File: config.mk
export PLATFORM = sky130hd
export DESIGN_NAME = elevator_ctrl_n
export DESIGN_NICKNAME = d
export VERILOG_FILES = /design/src/rtl/elevator_pkg.sv /design/src/rtl/elev_cycle_timer.sv /design/src/rtl/elevator_ctrl_n.sv
export SDC_FILE = /design/constraint.sdc
export NUM_CORES = 1
export LEC_CHECK = 0
export ABC_AREA = 1
export BUFFER_PORTS_ARGS = -buffer_cell sky130_fd_sc_hd__clkbuf_2
export CORE_ASPECT_RATIO = 2
export CORE_MARGIN = 3
export CORE_UTILIZATION = 35
export CTS_BUF_LIST = sky130_fd_sc_hd__clkbuf_8
export CTS_CLUSTER_SIZE = 30
export DETAILED_ROUTE_END_ITERATION = 10
export PLACE_DENSITY_LB_ADDON = 0.08
export SYNTH_ARGS = -nofsm -noshare
export SYNTH_HDL_FRONTEND = slang
export SYNTH_SLANG_ARGS = --single-unit
export TNS_END_PERCENT = 30
File: constraint.sdc
create_clock -name clk_50mhz -period 1.94 [get_ports clk_50mhz]
set_input_delay 0.388 -clock clk_50mhz [delete_from_list [all_inputs] [get_ports clk_50mhz]]
set_output_delay 0.388 -clock clk_50mhz [all_outputs]
set_load 0.05 [all_outputs]
File: src/rtl/elevator_pkg.sv
// Shared encodings and default timing for the N-floor elevator controller.
package elevator_pkg;
   typedef enum logic [1:0] {
      ST_IDLE = 2'b00,
      ST_UP   = 2'b01,
      ST_DOWN = 2'b10,
      ST_DOOR = 2'b11
   } state_e;

   typedef enum logic {
      DIR_UP   = 1'b0,
      DIR_DOWN = 1'b1
   } dir_e;

   localparam int DEF_FLOORS        = 4;
   localparam int DEF_TRAVEL_CYCLES = 200_000_000;
   localparam int DEF_DOOR_CYCLES   = 100_000_000;
endpackage

File: src/rtl/elev_cycle_timer.sv
// Free-running cycle counter shared by travel and door timing; the caller
// supplies the terminal count so one counter serves both phases.
module elev_cycle_timer #(
   parameter  int MAX = 4,
   localparam int W   = (MAX > 1) ? $clog2(MAX) : 1
) (
   input  logic         clk_50mhz,
   input  logic         rst,
   input  logic         en,
   input  logic         clr,
   input  logic [W-1:0] last,
   output logic         done
);
   logic [W-1:0] cnt_q, cnt_d;

   // done does not look at clr so the caller can give clr priority itself
   assign done = en && (cnt_q == last);

   always_comb begin
      cnt_d = cnt_q;
      if (clr) begin
         cnt_d = '0;
      end else if (en) begin
         cnt_d = done ? '0 : cnt_q + W'(1);
      end
   end

   always_ff @(posedge clk_50mhz or negedge rst) begin
      if (!rst) begin
         cnt_q <= '0;
      end else begin
         cnt_q <= cnt_d;
      end
   end
endmodule

File: src/rtl/elevator_ctrl_n.sv
// N-floor collective (SCAN) elevator controller: latches hall/car requests,
// moves one floor per travel period and holds the door for a fixed period.
module elevator_ctrl_n
   import elevator_pkg::*;
#(
   parameter  int FLOORS        = DEF_FLOORS,
   parameter  int TRAVEL_CYCLES = DEF_TRAVEL_CYCLES,
   parameter  int DOOR_CYCLES   = DEF_DOOR_CYCLES,
   localparam int FW            = $clog2(FLOORS)
) (
   input  logic              clk_50mhz,
   input  logic              rst,
   input  logic              start_stop,
   input  logic [FLOORS-1:0] hall_up,
   input  logic [FLOORS-1:0] hall_down,
   input  logic [FLOORS-1:0] car_req,
   output logic [FW-1:0]     floor,
   output logic [1:0]        state,
   output logic              door_open,
   output logic [FLOORS-1:0] up_lamps,
   output logic [FLOORS-1:0] down_lamps,
   output logic [FLOORS-1:0] car_lamps
);
   localparam int CMAX = (TRAVEL_CYCLES > DOOR_CYCLES) ? TRAVEL_CYCLES : DOOR_CYCLES;
   localparam int CW   = (CMAX > 1) ? $clog2(CMAX) : 1;

   state_e            state_q, state_d;
   dir_e              dir_q, dir_d;
   logic [FW-1:0]     floor_q, floor_d;
   logic [FLOORS-1:0] up_q, up_d, down_q, down_d, car_q, car_d;
   logic              door_q, door_d;

   logic [FLOORS-1:0] all_req, up_set, down_set, car_set, up_clr, down_clr, car_clr;
   logic [FLOORS-1:0] here_oh, nxt_up_oh, nxt_dn_oh;
   logic              above, below, here, beyond_up, beyond_dn, hit_up, hit_dn;
   logic              press_here, door_restart;
   logic              tmr_en, tmr_clr, tmr_done;
   logic [CW-1:0]     tmr_last;
   int                fi;

   assign tmr_en   = start_stop && (state_q != ST_IDLE);
   assign tmr_clr  = (state_q == ST_IDLE) || door_restart;
   assign tmr_last = (state_q == ST_DOOR) ? CW'(DOOR_CYCLES - 1) : CW'(TRAVEL_CYCLES - 1);

   elev_cycle_timer #(.MAX(CMAX)) u_timer (
      .clk_50mhz (clk_50mhz),
      .rst       (rst),
      .en        (tmr_en),
      .clr       (tmr_clr),
      .last      (tmr_last),
      .done      (tmr_done)
   );

   always_comb begin
      fi       = int'(floor_q);
      all_req  = up_q | down_q | car_q;
      up_set   = hall_up;
      up_set[FLOORS-1] = 1'b0;
      down_set = hall_down;
      down_set[0] = 1'b0;
      car_set  = car_req;
      above = 1'b0; below = 1'b0; here = 1'b0; beyond_up = 1'b0; beyond_dn = 1'b0;
      hit_up = 1'b0; hit_dn = 1'b0; press_here = 1'b0;
      here_oh = '0; nxt_up_oh = '0; nxt_dn_oh = '0;
      // "beyond" is measured from the floor the car is about to reach
      for (int i = 0; i < FLOORS; i++) begin
         if (all_req[i]) begin
            if (i > fi)     above     = 1'b1;
            if (i < fi)     below     = 1'b1;
            if (i == fi)    here      = 1'b1;
            if (i > fi + 1) beyond_up = 1'b1;
            if (i < fi - 1) beyond_dn = 1'b1;
         end
         if (i == fi) begin
            here_oh[i] = 1'b1;
            press_here = up_set[i] | down_set[i] | car_set[i];
         end
         if (i == fi + 1) begin
            nxt_up_oh[i] = 1'b1;
            hit_up       = car_q[i] | up_q[i];
         end
         if (i == fi - 1) begin
            nxt_dn_oh[i] = 1'b1;
            hit_dn       = car_q[i] | down_q[i];
         end
      end

      state_d = state_q; floor_d = floor_q; dir_d = dir_q; door_restart = 1'b0;
      up_clr = '0; down_clr = '0; car_clr = '0;
      if (start_stop) begin
         case (state_q)
            ST_IDLE: begin
               if (here) begin
                  state_d = ST_DOOR;
                  up_clr = here_oh; down_clr = here_oh; car_clr = here_oh;
               end else if (dir_q == DIR_UP) begin
                  if (above)      state_d = ST_UP;
                  else if (below) state_d = ST_DOWN;
               end else begin
                  if (below)      state_d = ST_DOWN;
                  else if (above) state_d = ST_UP;
               end
            end
            ST_UP: begin
               if (tmr_done) begin
                  floor_d = floor_q + FW'(1);
                  dir_d   = DIR_UP;
                  if (hit_up || !beyond_up) begin
                     state_d = ST_DOOR;
                     car_clr = nxt_up_oh;
                     up_clr  = nxt_up_oh;
                     if (!beyond_up) down_clr = nxt_up_oh;
                  end
               end
            end
            ST_DOWN: begin
               if (tmr_done) begin
                  floor_d  = floor_q - FW'(1);
                  dir_d    = DIR_DOWN;
                  if (hit_dn || !beyond_dn) begin
                     state_d  = ST_DOOR;
                     car_clr  = nxt_dn_oh;
                     down_clr = nxt_dn_oh;
                     if (!beyond_dn) up_clr = nxt_dn_oh;
                  end
               end
            end
            default: begin
               if (press_here)    door_restart = 1'b1;
               else if (tmr_done) state_d = ST_IDLE;
            end
         endcase
      end

      // presses for the floor whose door is open are absorbed, never latched
      if (state_q == ST_DOOR) begin
         up_set   = up_set & ~here_oh;
         down_set = down_set & ~here_oh;
         car_set  = car_set & ~here_oh;
      end
      up_d   = (up_q | up_set) & ~up_clr;
      down_d = (down_q | down_set) & ~down_clr;
      car_d  = (car_q | car_set) & ~car_clr;
      door_d = (state_d == ST_DOOR);
   end

   always_ff @(posedge clk_50mhz or negedge rst) begin
      if (!rst) begin
         state_q <= ST_IDLE;
         dir_q   <= DIR_UP;
         floor_q <= '0;
         up_q    <= '0;
         down_q  <= '0;
         car_q   <= '0;
         door_q  <= 1'b0;
      end else begin
         state_q <= state_d;
         dir_q   <= dir_d;
         floor_q <= floor_d;
         up_q    <= up_d;
         down_q  <= down_d;
         car_q   <= car_d;
         door_q  <= door_d;
      end
   end

   assign floor      = floor_q;
   assign state      = state_q;
   assign door_open  = door_q;
   assign up_lamps   = up_q;
   assign down_lamps = down_q;
   assign car_lamps  = car_q;
endmodule
==> metrics.txt <==
P_leak=between 2 and 2.5 nW; DRT Pass-1 Iters=4; FF+latch count, synth=46; routability cong.=slightly below 1; Root Driver=clkbuf_8; total track usage=24.3%; worst skew pair latency=slightly above 0.3 ns; clock buffer count from CTS=5; first-pass GRT wire length=21,200 um; H-tree Lvls=2; crit path time final=1.92 ns; fin util=48.5%; Final Max Tran Viols=0; HP Class=in -> async; status=completed; Worst Path Arrival=approximately 2.2 ns; Remaining DRCs=0; Critical Path Sink Type=flop; Die W=78.5 um; total wire length=14,100 um; vias in the first global route=4,117; count of different cell masters after synthesis=37; Die ar.=11,900 sq um; post-synthesis instance total=527; Final Cycle Share=99.2%; CTS tree=done; Pwr per Cell Area=451 nW/um^2; routed len/inst=around 18 um; height of the die=roughly 150 um; Final Hold Fails=0; # rows=52; Top FF cell, synth=dfrtp_1; MaxCap Viol Count=0; ys async rst share=between 90% and 100%; final setup vio count=0; final net count=658; total congestion overflow=0; Via-to-Cell Ratio=5.20; Slew HR=a little under 70%; Longest Clk Path Bufs=2; Critical Path RT=2.18 ns; Detail Route Antenna Nets=0; Core Footprint=10,200 sq um; f_max=0.520 GHz; Syn Area/Cell=~7.0 sq um; register area share after synthesis=31.3%; Starting Density=36.0%; Worst Tran Pin Value=roughly 0.47 ns; Worst Path Max Fanout=7; Peak supply drop=328 uV; via count=4,001; IO Count=32; fill cell total of the finished layout=1,087; Final Worst Setup Slack=0.0164 ns; yosys warns=0; RSZ-0062 raised after global routing=yes; DRC marker count from the first detailed-route iteration=126; number of synthesized flops with an enable pin=0; CP Launch Type=flop; hpwl dp=11,300 um; syn_nets=551; antenna violations before repair=0; clock transition at the registers of the reported paths=0.09 ns; ratio of cells with drive above 1 in the final layout=34.8%; largest net degree at the start of global routing=21; crit path kind=reg -> reg; Ant. Diodes=0; I/O Buffers=29; P&R area growth vs syn=34.6%; pre-CTS setup slack=-0.191 ns; clk sinks=46; Clock Skews=0.00569 ns; synthesized cell area=3680 sq um
==> sequential cells by signal, summed over array words and instances (netlist names) <==
| register | cells |
|---|---|
| down_lamps | 4 |
| floor | 2 |
| up_lamps | 4 |
| dir_q | 1 |
| car_lamps | 4 |
| state | 2 |
| u_timer.cnt_q | 28 |
| door_open | 1 |
==> cells in the final DEF (no fill, tap or decap), types with 17 or more instances in the layout <==
| cell type | Yosys | final |
|---|---|---|
| dfrtp_1 | 46 | 41 |
| inv_1 | 63 | 56 |
| nand2_1 | 123 | 112 |
| nand3_1 | 63 | 54 |
| buf_4 | 1 | 77 |
| nand4_1 | 20 | 20 |
| o22ai_2 | 19 | 18 |
| nor2_1 | 57 | 52 |
| a21oi_1 | 28 | 26 |
| xor2_1 | 17 | 17 |
| clkbuf_2 | 1 | 29 |
==> cells in the mapped netlist (3+ instances only) <==
master    instances  area, sq um
nand2_1         123          462
o21ai_0          19         95.1
nor3_1           10         50.1
clkbuf_1          4         15.0
xor2_1           17          149
nor2_2            3         18.8
inv_1            63          236
buf_6             3         33.8
buf_2             4         20.0
nor2_1           57          214
nand4_1          20          125
ha_1              9          113
nand3_1          63          315
o21ai_1           3         15.0
inv_2             6         22.5
o22ai_2          19          238
dfrtp_1          46         1150
nor2_4            4         45.0
a21oi_1          28          140
==> repair_timing <==
action	CTS	global route
buffers inserted	0	9
hold buffers	0	0
gates resized for setup	20	64
setup endpoints to repair	35	46
cloned	1	1
pin swaps	3	16
==> worst max-delay path, stage by stage, from the launching register on <==
cell	delay (ns)
dfrtp_2	0.48
buf_6	0.14
ha_4	0.19
nor2_2	0.08
nand2_1	0.06
o21ai_1	0.10
nand2_2	0.07
nand4_1	0.08
nand2_2	0.08
nor2_4	0.14
nand2_4	0.13
buf_6	0.18
o22ai_2	0.10
==> where the power goes <==
group / total (mW) / switching (mW) / internal, mW / leakage, nW
Clock: 0.922 / 0.371 / 0.550 / 0.0714
Sequential: 1.01 / 0.0249 / 0.982 / 0.558
Combinational: 0.304 / 0.183 / 0.121 / 1.56
==> cell type report <==
type	count	area (sq um)	area share (%)
Timing Repair Buffer	114	822	16.6
Inverter	71	279	5.63
Tap cell	135	169	3.41
Sequential cell	46	1160	23.4
Multi-Input combinational cell	396	2380	48.1
Clock buffer	6	82.6	1.67
Clock inverter	2	60.1	1.21
==> worst paths after layout <==
check	start	end	slack, ns	depth (start not counted)
setup reg to reg	floor[0]	u_timer.cnt_q[27]	0.02	12
max in group asynchronous	rst	u_timer.cnt_q[8]	1.26	2
hold reg to reg	up_lamps[3]	up_lamps[3]	0.55	2
setup / recovery	floor[0]	u_timer.cnt_q[27]	0.02	12
hold / removal	rst	up_lamps[1]	0.006	1
min in group clk_50mhz	hall_up[0]	up_lamps[0]	0.36	3
==> cell families (layout without fill, tap and decap cells) <==
family,Yosys count,count (layout),synth area share [%]
and+or+nand+nor,292,293,36.1
DFF,46,46,31.3
AOI/OAI and AO/OA,75,75,14.6
adders and majority gates,9,9,3.06
buffers and inverters,86,193,10.5
xor gates and xnor gates,19,19,4.52
==> metal layers <==
layer	vias to the layer above	GRT usage, %	wire length (um)
li1	1945	-	-
met1	1906	19.5	4280
met2	100	52.3	8590
met3	50	2.20	265
met4	0	15.1	942
met5	-	0	0
==> per-stage QoR <==
stage	cell area, sq um	total power, mW	cells	TNS, ns	hold WS [ns]
after detailed placement	4460	1.28	751	-2.52	0.358
final	4950	2.23	770	0	0.00630
after global routing	4950	2.32	770	-1.89	0.0176
after floorplan	3690	1.17	527	0	0.0924
after CTS	4660	2.22	760	-0.0383	0.0128
after global placement	4460	1.28	751	-2.56	0.354
No activity file was read; power rests on OpenSTA's default activity.
